===== config.mk =====
export PLATFORM = sky130hd
export DESIGN_NAME = axi_wr_sched
export DESIGN_NICKNAME = d
export VERILOG_FILES = /design/src/rtl/axi_wr_sched.sv
export SDC_FILE = /design/constraint.sdc
export NUM_CORES = 1
export LEC_CHECK = 0
export CAP_MARGIN = 5
export CELL_PAD_IN_SITES_DETAIL_PLACEMENT = 1
export CELL_PAD_IN_SITES_GLOBAL_PLACEMENT = 2
export CORE_MARGIN = 2
export CORE_UTILIZATION = 31
export DETAILED_ROUTE_END_ITERATION = 16
export DONT_BUFFER_PORTS = 1
export HOLD_SLACK_MARGIN = 0.1
export MAX_ROUTING_LAYER = met4
export PLACE_DENSITY_LB_ADDON = 0.1
export SLEW_MARGIN = 20
export SYNTH_ARGS = -nofsm -noshare
export SYNTH_HDL_FRONTEND = slang
export SYNTH_SLANG_ARGS = --single-unit

===== constraint.sdc =====
create_clock -name clk -period 2.2 [get_ports clk]
set_clock_uncertainty 0.15 [all_clocks]
set_input_delay 0.33 -clock clk [delete_from_list [all_inputs] [get_ports clk]]
set_output_delay 0.33 -clock clk [all_outputs]
set_load 0.05 [all_outputs]

===== src/rtl/axi_wr_sched.sv =====
// Round-robin AW arbiter that locks one master onto the write port through AW, W..WLAST and B.
// Grant takes one registered cycle; valid/ready paths are combinational passthrough gated by state/sel.
module axi_wr_sched #(
    parameter int N     = 2,
    parameter int LOG_N = $clog2(N)
) (
    input  logic             clk,
    input  logic             rst,
    input  logic [N-1:0]     s_awvalid,
    output logic [N-1:0]     s_awready,
    input  logic [N-1:0]     s_wvalid,
    input  logic [N-1:0]     s_wlast,
    output logic [N-1:0]     s_wready,
    output logic [N-1:0]     s_bvalid,
    input  logic [N-1:0]     s_bready,
    output logic             m_awvalid,
    input  logic             m_awready,
    output logic             m_wvalid,
    output logic             m_wlast,
    input  logic             m_wready,
    input  logic             m_bvalid,
    output logic             m_bready,
    output logic [LOG_N-1:0] sel,
    output logic             busy,
    output logic [8:0]       beat_cnt
);
    typedef enum logic [1:0] {IDLE, ADDR, DATA, RESP} state_t;

    state_t           state, state_nxt;
    logic [LOG_N-1:0] ptr, ptr_nxt, sel_nxt, winner, idx;
    logic [8:0]       beat_nxt;
    logic             found;

    // Search starts at ptr and wraps; the first requester wins.
    always_comb begin
        found  = 1'b0;
        winner = '0;
        idx    = '0;
        for (int i = 0; i < N; i++) begin
            idx = LOG_N'((int'(ptr) + i) % N);
            if (!found && s_awvalid[idx]) begin
                found  = 1'b1;
                winner = idx;
            end
        end
    end

    always_comb begin
        state_nxt = state;
        ptr_nxt   = ptr;
        sel_nxt   = sel;
        beat_nxt  = beat_cnt;
        case (state)
            IDLE: begin
                if (found) begin
                    state_nxt = ADDR;
                    sel_nxt   = winner;
                    ptr_nxt   = LOG_N'((int'(winner) + 1) % N);
                    beat_nxt  = '0;
                end
            end
            ADDR: begin
                if (m_awvalid && m_awready)
                    state_nxt = DATA;
            end
            DATA: begin
                if (m_wvalid && m_wready) begin
                    if (beat_cnt != 9'd511)
                        beat_nxt = beat_cnt + 9'd1;
                    if (m_wlast)
                        state_nxt = RESP;
                end
            end
            RESP: begin
                if (m_bvalid && m_bready)
                    state_nxt = IDLE;
            end
            default: state_nxt = IDLE;
        endcase
    end

    // Only the channel owned by the current state is opened, and only for sel.
    always_comb begin
        s_awready = '0;
        s_wready  = '0;
        s_bvalid  = '0;
        m_awvalid = 1'b0;
        m_wvalid  = 1'b0;
        m_wlast   = 1'b0;
        m_bready  = 1'b0;
        case (state)
            ADDR: begin
                m_awvalid      = s_awvalid[sel];
                s_awready[sel] = m_awready;
            end
            DATA: begin
                m_wvalid      = s_wvalid[sel];
                m_wlast       = s_wlast[sel];
                s_wready[sel] = m_wready;
            end
            RESP: begin
                s_bvalid[sel] = m_bvalid;
                m_bready      = s_bready[sel];
            end
            default: ;
        endcase
    end

    assign busy = (state != IDLE);

    always_ff @(posedge clk or posedge rst) begin
        if (rst) begin
            state    <= IDLE;
            ptr      <= '0;
            sel      <= '0;
            beat_cnt <= '0;
        end else begin
            state    <= state_nxt;
            ptr      <= ptr_nxt;
            sel      <= sel_nxt;
            beat_cnt <= beat_nxt;
        end
    end
endmodule


* Yosys cells after proc, flatten, opt, wreduce, memory -nomap -nowiden
Index checks and enable logic that the tools add are counted.
** Word-level totals
- Bits in registers :: 13
** Cells by class
- Add/subtract/negate cells :: 3
- Eq/ne operators :: 10
- Bitwise operators :: 3
- Order comparisons :: 4
- Mux-type cells :: 35
- Reduce and logical (&&, ||, !) cells :: 12
** Operators with widths (count)
- $mux 9 :: 3
- $mux 1 :: 21
- $pmux 9 s2 :: 1
- $mux 2 :: 8
- $ne 2x2->1 const B :: 6
- $add 9x1->9 const B :: 1
- $ne 9x9->1 const B :: 1
- $pmux 2 s4 :: 1
- $and 2x2->2 :: 3
- $lt 1x2->1 const B :: 3
- $logic_and 1x1->1 :: 5
- $reduce_and 5->1 :: 1
- $eq 2x2->1 const B :: 2
- $reduce_and 4->1 :: 1
- $reduce_bool 2->1 :: 2
- $add 1x1->1 const B :: 2
- $eq 2x1->1 const B :: 1
- $logic_not 2->1 :: 1
- $reduce_and 2->1 :: 1
- $demux 1 s1 :: 1
- $ge 1x1->1 const B :: 1
- $logic_not 1->1 :: 1

* Logic depth before layout (Yosys ltp)
- Word-level depth :: 8
- Gate-level depth with buffers :: 10
- Depth with buffers taken out :: 9

* Least setup slack after synthesis
Ideal clock, no wire load.
- Path kind :: reg2reg
- Start point :: register beat_cnt[0]
- End point :: register beat_cnt[1]
- Data required time :: 1971 ps
- Path buffers :: 1
- Data arrival time :: 2314 ps
- Setup slack :: -343 ps
- Period minus slack after synthesis :: 2543 ps
- Stages on the path, launching flop included :: 11
- Cell sequence :: dfrtp_1 -> ha_1 -> and3_1 -> and3_1 -> and3_1 -> ha_1 -> nand2b_1 -> o22ai_1 -> and2_1 -> buf_2 -> mux2i_1
** On the way
- Longest elaborated chain between the ends :: 4
- Elaborated cells on any way between the ends :: 7
- Classes of those cells :: add/sub (1); eq/ne (2); mux (3); reduce/logical (1)
** Ends and longest elaborated chain
- from (decl) :: line 25 : output logic [8:0] beat_cnt
- from (signal assigned) :: line 121 : beat_cnt <= beat_nxt;
- $add 9x1->9 :: line 69 : beat_nxt = beat_cnt + 9'd1;
- $mux 9 :: line 68 : if (beat_cnt != 9'd511)
- $mux 9 :: line 67 : if (m_wvalid && m_wready) begin
- $pmux 9 s2 :: line 53 : case (state)
Parallel ways exist; a longest one is shown, timed or not. The select of a mux whose other input is x is not followed.
A chain may end at the register's enable or synchronous reset.

* Worst setup path after layout
- Start point :: register beat_cnt[0]
- End point :: register beat_cnt[5]
The elaborated chain is that of the path after synthesis.

==> results.toml <==
[global_routing]
grt_overflow_total = 0
grt_pass1_vias = 919
antenna_found_initial = 0
grt_usage_pct = 17.1
grt_pass1_wl_um = 4330
grt_max_degree = 18

[synthesis]
ys_top_cells_by_area = "dfrtp_1, ha_1, and3_1"
synth_area_sq_um = 920
yosysSeqAreaShare_pct = 35.4
ys_types = 30
synthesis.nets = 123
yosys_register_bits = 13
async_flop_share_pct = 100
syn_avg_cell_area_sq_um = 8.84
synth-edff-count = 0
synthCells = 104
yosysMostFrequentCell = "dfrtp_1"
ys_top_cells_by_count = "dfrtp_1, nand2_1, inv_1"
ys.flop_type = "dfrtp_1"
synth_warnings = 0
synth_top_area_share_pct = 35.4
yosysTopAreaCell = "dfrtp_1"

[floorplan]
dieArea_sq_mm = 0.00342
rows = 19
die_w_um = 58.5
core_sq_mm = 0.00278
die_y_um = 58.5
io_pins = 34
start_util_pct = 33.1

[clock_network]
cts_max_level = 1
clkSinkCount = 13
cts_made_buffers = 3
cts_tree = "yes"
clkSlewWorstSetupHoldPaths_ns = 0.09
root_buffer = "clkbuf_4"
clk_latency_ns = 0.28
cts.path.max_buffers = 2

[route]
drc = 0
detail-route-antenna-nets = 0
via_per_inst = 5.35
wl_per_cell_um = 16.3
wirelength_um = 2730
firstDrtPassIters = 4
dr_total_vias = 893
drtIter0Drc = 8

[setup_path]
cp_cell_sequence = "ha_4 > and3_4 > and3_4 > and3_4 > ha_4 > nand2b_4 > nor4_4 > buf_4 > a21oi_1 > a31oi_1"
critPathMaxFanout = 4
critPathKind = "flip-flop to flip-flop"
worstPathArrival_ns = 2.30
crit_slowest_cell = "dfrtp_2"
required_ns = 2.26
cp_common_cell = "and3_4"
crit_path_end_kind = "flip-flop"
cp-start-kind = "flip-flop"
slowest_delay_ns = 0.43

[status]
outcome = "finished, violations left"
failed_checks = "setup timing"

[place]
portBuffers = 0
hpwl_um = 2070
finalWeightedCongestion = 0.721
dp_slack_ns = -0.0690

[power]
power.internal_uw = 854
switchingPower_uw = 932
peakVddDrop_mv = 0.802
pwr-share-seq_pct = 21.5
clockPowerShare_pct = 8.9
p_sw_share_pct = 52.2
p_per_area_mw_per_mm2 = 1370
finalPower_uw = 1790
comb_power_share_pct = 69.6
p_leak_uw = 0.000610

[timing]
finalSetupViolations = 4
rsz0062_at_grt = "true"
hold_viol = 0
period_needed_ns = 2.24
tightest_slew_ns = 0.563
slew_violations = 0
finalCritPeriodShare_pct = 102
maxSlewHeadroom_pct = 62.4
fmax_ghz = 0.446
fin_ws_ns = -0.0419

[hold_path]
hold_class = "input pin to flip-flop"

[layout]
areaGrowthSynthToFinish_pct = 41.4
n_fill_cell = 333
layout.nets = 156
antenna_cells = 0
drive_above_1_share_pct = 37.5

[flow_run]
maxCapViolations = 0
[state kept, by name (all words and copies together), names as in the netlist]
| name | cells |
|---|---|
| state | 2 |
| sel | 1 |
| beat_cnt | 9 |
| ptr | 1 |
[power by group through the flow]
stage	Clock (uW)	Sequential [uW]	Combinational [uW]
after floorplan	0	493	720
after global placement	0	380	1150
after detailed placement	0	383	1180
after CTS	165	384	1240
after global routing	167	396	1350
final	158	385	1240
[final timing paths]
check / end / from / depth (start not counted) / slack [ns]
min reg2reg: ptr / ptr / 1 / 0.36
max: beat_cnt[5] / beat_cnt[0] / 10 / -0.04
min: sel / s_awvalid[1] / 2 / 0.11
max in group asynchronous: beat_cnt[3] / rst / 2 / 1.12
max reg2reg: beat_cnt[5] / beat_cnt[0] / 10 / -0.04
min in group asynchronous: sel / rst / 2 / 0.38
[final cells by class]
| type | instances | area (sq um) | share of cell area (%) |
|---|---|---|---|
| Inverter | 9 | 33.8 | 2.60 |
| Clock buffer | 4 | 26.3 | 2.02 |
| Sequential cell | 13 | 330 | 25.4 |
| Timing Repair Buffer | 32 | 259 | 19.9 |
| Tap cell | 31 | 38.8 | 2.98 |
| Multi-Input combinational cell | 78 | 612 | 47.1 |
[metal layers]
metal	routed length, um	share of wire [%]	GRT usage (%)
met1	1280	47	21.4
met2	1300	48	27.9
met3	117	4.3	4.62
met4	31	1.1	2.99
met5	0	0	-
[through the flow]
step | cell area [sq um] | util [%] | TNS [ns] | instances | hold slack [ns]
final | 1300 | 46.7 | -0.130 | 167 | 0.109
after CTS | 1280 | 46.2 | -0.117 | 166 | 0.108
after global routing | 1300 | 46.7 | -0.785 | 167 | 0.117
after detailed placement | 1200 | 43.0 | -0.245 | 159 | 0.151
after global placement | 1200 | 43.0 | 0 | 159 | 0.145
after floorplan | 973 | - | -0.516 | 104 | 0.0567
[cells in the final DEF (no fill, tap or decap), types with 2 or more instances in the layout]
cell,count
and3_1,5
ha_4,2
nor2_1,4
nor2b_1,3
dfrtp_1,9
dfrtp_2,4
clkbuf_4,3
dlygate4sd3_1,3
o211ai_1,2
o21ai_1,3
ha_1,4
a31oi_1,7
a21oi_1,6
buf_4,26
nand3_1,2
and3_4,3
nand2_1,11
buf_6,3
mux2i_1,5
inv_1,9
nand2b_1,3
[what timing repair did]
action / in CTS / in global routing
setup buffers: 0 / 1
hold buffers: 3 / 0
resized for setup: 6 / 2
hold endpoints to repair: 15 / 0
endpoints found under the setup margin: 8 / 11
[cell families (layout without fill, tap and decap cells)]
logic type      after synthesis  count (layout)  share of synthesized area (%)
simple gates                 42              42                           27.8
compound gates               23              23                           14.8
flops                        13              13                           35.4
buf+inv                      13              45                           5.71
mux                           7               7                           8.16
fa+ha+maj                     6               6                           8.16
[critical path: cells and delay by family, from the launching register on]
family / cells / cell delay (ns)
DFF: 1 / 0.43
and+or+nand+nor: 5 / 0.89
adders and majority gates: 2 / 0.32
AOI/OAI and AO/OA: 2 / 0.19
buffers and inverters: 1 / 0.19
No activity file was read; power rests on OpenSTA's default activity.
